### config.mk
export PLATFORM = sky130hd
export DESIGN_NAME = dsp_simd3_gather
export DESIGN_NICKNAME = d
export VERILOG_FILES = /design/src/rtl/dsp_simd_pkg.sv /design/src/rtl/dsp_simd3_gather.sv
export SDC_FILE = /design/constraint.sdc
export NUM_CORES = 1
export LEC_CHECK = 0
export BUFFER_PORTS_ARGS = -buffer_cell sky130_fd_sc_hd__buf_2
export CAP_MARGIN = 40
export CORE_ASPECT_RATIO = 1.75
export CORE_UTILIZATION = 36
export CTS_CLUSTER_DIAMETER = 120
export CTS_CLUSTER_SIZE = 16
export DETAILED_ROUTE_END_ITERATION = 8
export PLACE_DENSITY = 0.68
export SLEW_MARGIN = 10
export SYNTH_ARGS = -nofsm -noshare
export SYNTH_HDL_FRONTEND = slang
export SYNTH_SLANG_ARGS = --single-unit
### constraint.sdc
create_clock -name clock -period 7.41 [get_ports clock]
set_clock_uncertainty 0.15 [all_clocks]
set_input_delay 0.3705 -clock clock [delete_from_list [all_inputs] [get_ports clock]]
set_output_delay 0.3705 -clock clock [all_outputs]
set_load 0.01 [all_outputs]
### src/rtl/dsp_simd_pkg.sv
// Shared types for the three-lane SIMD gather/scatter wrapper around the packed DSP logic op.
package dsp_simd_pkg;
  localparam int LANES  = 3;
  localparam int LANE_W = 12;

  typedef enum logic [1:0] {
    GATHER  = 2'd0,
    ISSUE   = 2'd1,
    SCATTER = 2'd2
  } simd_state_t;

  typedef struct packed {
    logic [LANE_W-1:0] a;
    logic [LANE_W-1:0] b;
  } lane_t;
endpackage

### src/rtl/dsp_simd3_gather.sv
// Gathers up to three scalar operand pairs into DSP lanes, holds them for the op's latency,
// then scatters the captured lane results back out as a scalar stream in arrival order.
module dsp_simd3_gather
  import dsp_simd_pkg::*;
#(
  parameter int width      = 12,
  parameter int op_latency = 0
) (
  input  logic             clock,
  input  logic             reset,
  input  logic             in_valid,
  output logic             in_ready,
  input  logic [width-1:0] in_a,
  input  logic [width-1:0] in_b,
  input  logic             in_last,
  output logic [width-1:0] op_a0,
  output logic [width-1:0] op_b0,
  output logic [width-1:0] op_a1,
  output logic [width-1:0] op_b1,
  output logic [width-1:0] op_a2,
  output logic [width-1:0] op_b2,
  input  logic [width-1:0] op_y0,
  input  logic [width-1:0] op_y1,
  input  logic [width-1:0] op_y2,
  output logic             out_valid,
  input  logic             out_ready,
  output logic [width-1:0] out_y,
  output logic             out_last
);

  if (width < 1 || width > LANE_W) begin : g_bad_width
    $error("dsp_simd3_gather: width must be 1..12");
  end
  if (op_latency < 0 || op_latency > 2) begin : g_bad_latency
    $error("dsp_simd3_gather: op_latency must be 0..2");
  end

  simd_state_t       state;
  lane_t             lanes [LANES];
  logic [LANE_W-1:0] res   [LANES];
  logic [1:0]        cnt, n, idx, lat_cnt;
  logic              last_flag;
  logic              accept;

  assign accept    = in_valid && in_ready;
  assign in_ready  = reset && (state == GATHER);
  assign out_valid = (state == SCATTER);
  assign out_y     = out_valid ? res[idx][width-1:0] : '0;
  assign out_last  = out_valid && last_flag && (idx == n - 2'd1);

  // Lane registers feed the DSP op continuously; unfilled lanes sit at zero.
  assign op_a0 = lanes[0].a[width-1:0];
  assign op_b0 = lanes[0].b[width-1:0];
  assign op_a1 = lanes[1].a[width-1:0];
  assign op_b1 = lanes[1].b[width-1:0];
  assign op_a2 = lanes[2].a[width-1:0];
  assign op_b2 = lanes[2].b[width-1:0];

  always_ff @(posedge clock) begin
    if (!reset) begin
      state     <= GATHER;
      cnt       <= '0;
      n         <= '0;
      idx       <= '0;
      lat_cnt   <= '0;
      last_flag <= 1'b0;
      for (int i = 0; i < LANES; i++) begin
        lanes[i] <= '0;
        res[i]   <= '0;
      end
    end else begin
      case (state)
        GATHER: if (accept) begin
          lanes[cnt] <= '{a: LANE_W'(in_a), b: LANE_W'(in_b)};
          cnt        <= cnt + 2'd1;
          if (cnt == 2'd2 || in_last) begin
            state     <= ISSUE;
            n         <= cnt + 2'd1;
            last_flag <= in_last;
            lat_cnt   <= '0;
          end
        end
        // Lanes stay frozen until the op's pipeline has produced results for them.
        ISSUE: if (lat_cnt == 2'(op_latency)) begin
          res[0] <= LANE_W'(op_y0);
          res[1] <= LANE_W'(op_y1);
          res[2] <= LANE_W'(op_y2);
          idx    <= '0;
          state  <= SCATTER;
        end else begin
          lat_cnt <= lat_cnt + 2'd1;
        end
        SCATTER: if (out_ready) begin
          if (idx == n - 2'd1) begin
            state     <= GATHER;
            cnt       <= '0;
            last_flag <= 1'b0;
            for (int i = 0; i < LANES; i++) begin
              lanes[i] <= '0;
              res[i]   <= '0;
            end
          end else begin
            idx <= idx + 2'd1;
          end
        end
        default: state <= GATHER;
      endcase
    end
  end

endmodule

==> results of run 1 <==
[metrics by stage]
| step | hold slack (ns) | power, mW | instances |
|---|---|---|---|
| after CTS | 0.07261 | 1.733 | 703 |
| after global placement | 0.2941 | 0.9293 | 667 |
| after detailed placement | 0.3142 | 0.9372 | 671 |
| after floorplan | 0.2851 | 0.8740 | 363 |
| final | 0.08164 | 1.729 | 703 |
| after global routing | 0.08290 | 1.775 | 703 |
[power by group through the flow]
stage	clock (mW)	sequential, mW	combinational, mW
floorplan	0	0.822	0.0525
global placement	0	0.809	0.121
detailed placement	0	0.809	0.128
CTS	0.809	0.795	0.129
global route	0.836	0.798	0.141
finish	0.806	0.795	0.128
[state kept, by name, indices dropped and copies added, names as in the netlist, named ones only]
name	flops
lat_cnt	2
lanes	72
state	2
cnt	2
last_flag	1
res	36
idx	2
n	2
[layer usage]
metal | up-vias | share of wire
met2 | 166 | 0.51
met5 | - | 0
met3 | 20 | 0.079
met1 | 1512 | 0.39
met4 | 0 | 0.020
li1 | 1641 | -
[path summary, 6_finish.rpt]
check | slack [ns] | from | end | depth (start not counted)
max reg2reg | 4.88 | state[0] | lanes[2][11] | 6
max | 4.88 | state[0] | lanes[2][11] | 6
min | 0.08 | op_y2[9] | res[2][9] | 2
min reg2reg | 0.31 | lat_cnt[0] | lat_cnt[0] | 2
[final cells by class]
cell class / count / area, um2
Tap cell: 174 / 217.7
Clock buffer: 17 / 425.4
Timing Repair Buffer: 156 / 835.8
Multi-Input combinational cell: 213 / 1336
Fill cell: 1183 / 6950
Clock inverter: 15 / 157.7
Sequential cell: 121 / 3503
Inverter: 7 / 26.28
[cell families after synthesis]
group / Yosys count / synth area share
buf+inv: 29 / 0.02422
xor+xnor: 1 / 0.003280
simple gates: 162 / 0.1854
flops: 121 / 0.7064
compound gates: 32 / 0.04163
fa+ha+maj: 4 / 0.01009
mux: 14 / 0.02901
[critical path, delay by kind of cell, from the launching register on]
family                 cells  cell delay, ns
buffers and inverters      3            0.59
AO/OA/AOI/OAI              1            0.36
flip-flops                 1            0.40
AND/OR/NAND/NOR            2            0.80
[synth_stat cells, types with 2 or more instances]
cell,n,area (um2)
a211oi_1,4,30.03
clkbuf_2,2,10.01
o2111ai_1,2,17.52
nand2_1,11,41.29
nor3_1,3,15.01
ha_1,4,50.05
a31oi_1,2,12.51
nand3_1,2,10.01
mux2i_1,13,130.1
edfxtp_1,108,3243
clkbuf_1,17,63.81
nand2b_1,2,12.51
a21oi_1,17,85.08
and2_1,37,231.5
nor2_1,29,108.9
o41ai_1,2,17.52
and3_1,73,456.7
inv_1,7,26.28
dfxtp_1,13,260.3
==> flow_metrics.env, run 1 <==
export IMPL_synth_edf_count=108
export IMPL_grt_pass1_wl_um=15610
export IMPL_fin_util=0.4834
export IMPL_switching_share=0.2424
export IMPL_finalHoldViolations=0
export IMPL_worstPathArrival_ns=2.55
export IMPL_wirelength_um=9975
export IMPL_drt_vias_per_instance=4.750
export IMPL_use_met1=0.1501
export IMPL_fp_dieArea_mm2=0.01427
export IMPL_globalRoute_busiestLayer="met2"
export IMPL_htreeDepth=4
export IMPL_p_leak_nw=2.966
export IMPL_avgRoutedWirePerCell_um=14.19
export IMPL_dpl_hpwl_um=6981
export IMPL_final_cell_mix="buf_2, edfxtp_1, and3_1"
export IMPL_dieHeight_um=157.3
export IMPL_ir_worst_vdd_mv=0.1581
export IMPL_rows=56
export IMPL_async_flop_share=0
export IMPL_max_slew_margin=0.4817
export IMPL_rsz0062_at_grt="false"
export IMPL_dp_slack_ns=4.874
export IMPL_port_buffers=151
export IMPL_required_ns=7.43
export IMPL_min_period_ns=2.533
export IMPL_crit_fanout=14
export IMPL_synth_ff_type="edfxtp_1"
export IMPL_gp_congestion=0.8110
export IMPL_vias=3339
export IMPL_synthToLayoutAreaGrowth_pct=31.11
export IMPL_globalRouteOverflowTotal=0
export IMPL_grt_max_degree=79
export IMPL_setup_ws_ns=4.877
export IMPL_antenna_found_initial=0
export IMPL_route_detailed_drc=0
export IMPL_grt_use_met3=0.03913
export IMPL_hold_buffers=0
export IMPL_pin_count=152
export IMPL_ys_warn_count=0
export IMPL_finalCritPeriodShare=0.3418
export IMPL_setup_viol=0
export IMPL_grt_pass1_vias=3281
export IMPL_antenna_cells=0
export IMPL_cp_slowest_cell="nand2_1"
export IMPL_drtIter0Drc=139
export IMPL_yosysUniqueCellTypes=34
export IMPL_clkSinkCount=121
export IMPL_status="finished clean"
export IMPL_switching_power_mw=0.4191
export IMPL_design_area_mm2=0.006502
export IMPL_crit_path_start_kind="flip-flop"
export IMPL_crit_path_max_incr_delay_ns=0.41
export IMPL_place_area_mm2=0.005919
export IMPL_cts_tree="yes"
export IMPL_worstSetupPathType="flip-flop to flip-flop"
export IMPL_clock_path_buffers=2
export IMPL_hold_class="primary input to flip-flop"
export IMPL_clkPwrFrac=0.466
export IMPL_synthesis_nets=432
export IMPL_mostFrequentLayoutCell="buf_2"
export IMPL_initial_core_util=0.3687
export IMPL_ys_seq_elements=121
export IMPL_core_area_mm2=0.01345
export IMPL_synthesis_area_mm2=0.004960
export IMPL_detail_route_antenna_nets=0
export IMPL_drv_cap=0
export IMPL_crit_chain="inv_1 > nand2_1 > inv_1 > a31oi_1 > nand2_1 > buf_8"
export IMPL_synthCells=363
export IMPL_finalMaxSlewViolations=0
export IMPL_grtUsageMet2=0.2525
export IMPL_insertion_delay_ns=0.41
export IMPL_power_share_sequential=0.460
export IMPL_setup_worst_path_end_class="flip-flop"
export IMPL_cts_resized=0
export IMPL_clk_pin_slew_ns=0.06
export IMPL_layout_drive_gt1_share=0.3667
export IMPL_first_pass_iters=4
export IMPL_chipWidth_um=90.73
export IMPL_tightest_slew_ns=0.7774
export IMPL_fmax_mhz=394.8
export IMPL_powerDensity_mw_per_mm2=265.8
export IMPL_comb_power_share=0.074
export IMPL_numCtsBuffers=17
export IMPL_nets=585
export IMPL_cts_setup_buffers=0
export IMPL_tns_ns=0
export IMPL_cts_root_buf="clkbuf_16"
export IMPL_syn_avg_cell_area_um2=13.66
export IMPL_seq_area_frac_synth=0.7064
export IMPL_grt_usage=0.1418
export IMPL_power_internal_mw=1.309
No activity file was read; power rests on OpenSTA's default activity.
==> run 2, diff against run 1 <==
Settings changed: PLACE_DENSITY 0.68 to 0.71.
Clock period 7.41 ns to 2.3 ns, I/O delays scaled along.
==> flow_metrics.env, run 2 (synthesized netlist as in run 1, its figures left out) <==
export IMPL_status="finished clean"
export IMPL_fmax_mhz=478.8
export IMPL_core_area_mm2=0.01345
export IMPL_clock_path_buffers=2
export IMPL_nets=655
export IMPL_hold_class="primary input to flip-flop"
export IMPL_grt_pass1_vias=3854
export IMPL_port_buffers=151
export IMPL_p_leak_nw=3.283
export IMPL_worstSetupPathType="flip-flop to flip-flop"
export IMPL_chipWidth_um=90.73
export IMPL_worst_path_buf_inv=1
export IMPL_drtIter0Drc=138
export IMPL_grt_usage=0.1717
export IMPL_tightest_slew_ns=0.7436
export IMPL_initial_core_util=0.3687
export IMPL_cp_endpoint="cnt[0]"
export IMPL_cts_tree="yes"
export IMPL_tns_ns=0
export IMPL_gp_congestion=0.7744
export IMPL_crit_path_start_kind="flip-flop"
export IMPL_vias=3688
export IMPL_clk_pin_slew_ns=0.05
export IMPL_ir_worst_vdd_mv=0.5659
export IMPL_mostFrequentLayoutCell="buf_2"
export IMPL_fp_dieArea_mm2=0.01427
export IMPL_cts_root_buf="clkbuf_16"
export IMPL_clkSinkCount=121
export IMPL_place_area_mm2=0.005982
export IMPL_route_detailed_drc=0
export IMPL_insertion_delay_ns=0.41
export IMPL_largest_reg_flops=72
export IMPL_globalRouteOverflowTotal=0
export IMPL_drt_vias_per_instance=4.771
export IMPL_grt_pass1_wl_um=18500
export IMPL_required_ns=2.45
export IMPL_finalHoldViolations=0
export IMPL_min_period_ns=2.088
export IMPL_setup_viol=0
export IMPL_critPathTopFamily="buffers and inverters"
export IMPL_top_regs="lanes (72), res (36)"
export IMPL_regMostFlops="lanes"
export IMPL_worst_path_stages=5
export IMPL_crit_path_max_incr_delay_ns=0.56
export IMPL_setup_worst_path_end_class="flip-flop"
export IMPL_grt_max_degree=41
export IMPL_finalCritPeriodShare=0.9080
export IMPL_design_area_mm2=0.007247
export IMPL_rows=56
export IMPL_synthToLayoutAreaGrowth_pct=46.12
export IMPL_worstPathArrival_ns=2.24
export IMPL_worstRegToRegCells=5
export IMPL_reg2reg_to="cnt[0]"
export IMPL_dieHeight_um=157.3
export IMPL_crit_chain="xnor2_2 > mux2i_2 > a31o_2 > a31oi_1 > dlygate4sd3_1"
export IMPL_htreeDepth=4
export IMPL_final_cell_mix="buf_2, edfxtp_1, and3_1"
export IMPL_max_slew_margin=0.5043
export IMPL_wirelength_um=11630
export IMPL_layout_drive_gt1_share=0.3339
export IMPL_powerDensity_mw_per_mm2=810.0
export IMPL_antenna_found_initial=0
export IMPL_rrSetupSlack_ns=0.21
export IMPL_cp_slowest_cell="dlygate4sd3_1"
export IMPL_numCtsBuffers=17
export IMPL_holdPathStages=4
export IMPL_first_pass_iters=4
export IMPL_rsz0062_at_grt="false"
export IMPL_detail_route_antenna_nets=0
export IMPL_reg2reg_from="idx[1]"
export IMPL_antenna_cells=0
export IMPL_pin_count=152
export IMPL_avgRoutedWirePerCell_um=15.05
export IMPL_drv_cap=0
export IMPL_dpl_hpwl_um=7309
export IMPL_cp_startpoint="idx[1]"
export IMPL_crit_fanout=7
export IMPL_finalMaxSlewViolations=0
## run 2: cell count changes in the layout (fill, tap and decap cells not counted), moves of 2 or more
cell           previous run  this run
clkinvlp_4                2         4
inv_6                     7         2
inv_8                     3         0
bufinv_16                 1         4
dlygate4sd3_1             0        64
buf_12                    0         4
buf_8                     3         1
buf_4                     1         6
clkinv_2                  0         2
## run 2: layout make-up
class                           count  area [um2]
Timing Repair Buffer              226        1536
Tap cell                          174       217.7
Fill cell                        1113        6206
Sequential cell                   121        3503
Clock inverter                     15       198.9
Clock buffer                       17       425.4
Inverter                            7       26.28
Multi-Input combinational cell    213        1339
## run 2: routing by layer
metal | global-route usage | share of wire | up-vias
met2 | 0.3359 | 0.56 | 159
met1 | 0.1656 | 0.37 | 1740
li1 | - | - | 1777
met5 | 0 | 0 | -
met4 | 0.06989 | 0.014 | 0
met3 | 0.04831 | 0.062 | 12
## run 2: timing repair
action | CTS | global route
resized for setup | 0 | 0
setup endpoints to repair | 0 | 0
hold endpoints to repair | 119 | 0
hold buffers | 64 | 0
setup buffers | 0 | 0
## run 2: how the worst min path moves through the flow
stage	from	end	slack, ns
floorplan	reset	cnt[0]	0.10
global placement	op_y2[2]	res[2][2]	0.24
detailed placement	op_y2[7]	res[2][7]	0.25
CTS	in_valid	last_flag	0.008
global route	in_valid	last_flag	0.03
finish	in_valid	last_flag	0.03
## run 2: worst register-to-register path: stages, from the launching register on
cell,delay (ns)
dfxtp_1,0.39
xnor2_2,0.15
mux2i_2,0.39
a31o_2,0.25
a31oi_1,0.09
dlygate4sd3_1,0.56
## run 2: power by group
part / leakage [nW] / internal (mW) / switching [mW]
registers: 1.23 / 2.52 / 0.0370
logic: 1.76 / 0.245 / 0.277
clock network: 0.293 / 1.81 / 0.979
## run 2: per-stage QoR
step / power, mW / hold WS, ns / util / setup slack, ns / std cells
6_report: 5.870 / 0.02896 / 0.5387 / 0.2115 / 773
3_3_place_gp: 3.023 / 0.2404 / 0.4435 / 0.2860 / 676
4_1_cts: 5.920 / 0.008240 / 0.5387 / 0.2122 / 773
2_1_floorplan: 2.816 / 0.1033 / - / 0.1564 / 363
5_1_grt: 6.070 / 0.03342 / 0.5387 / 0.04243 / 773
3_5_place_dp: 3.039 / 0.2452 / 0.4447 / 0.2645 / 677
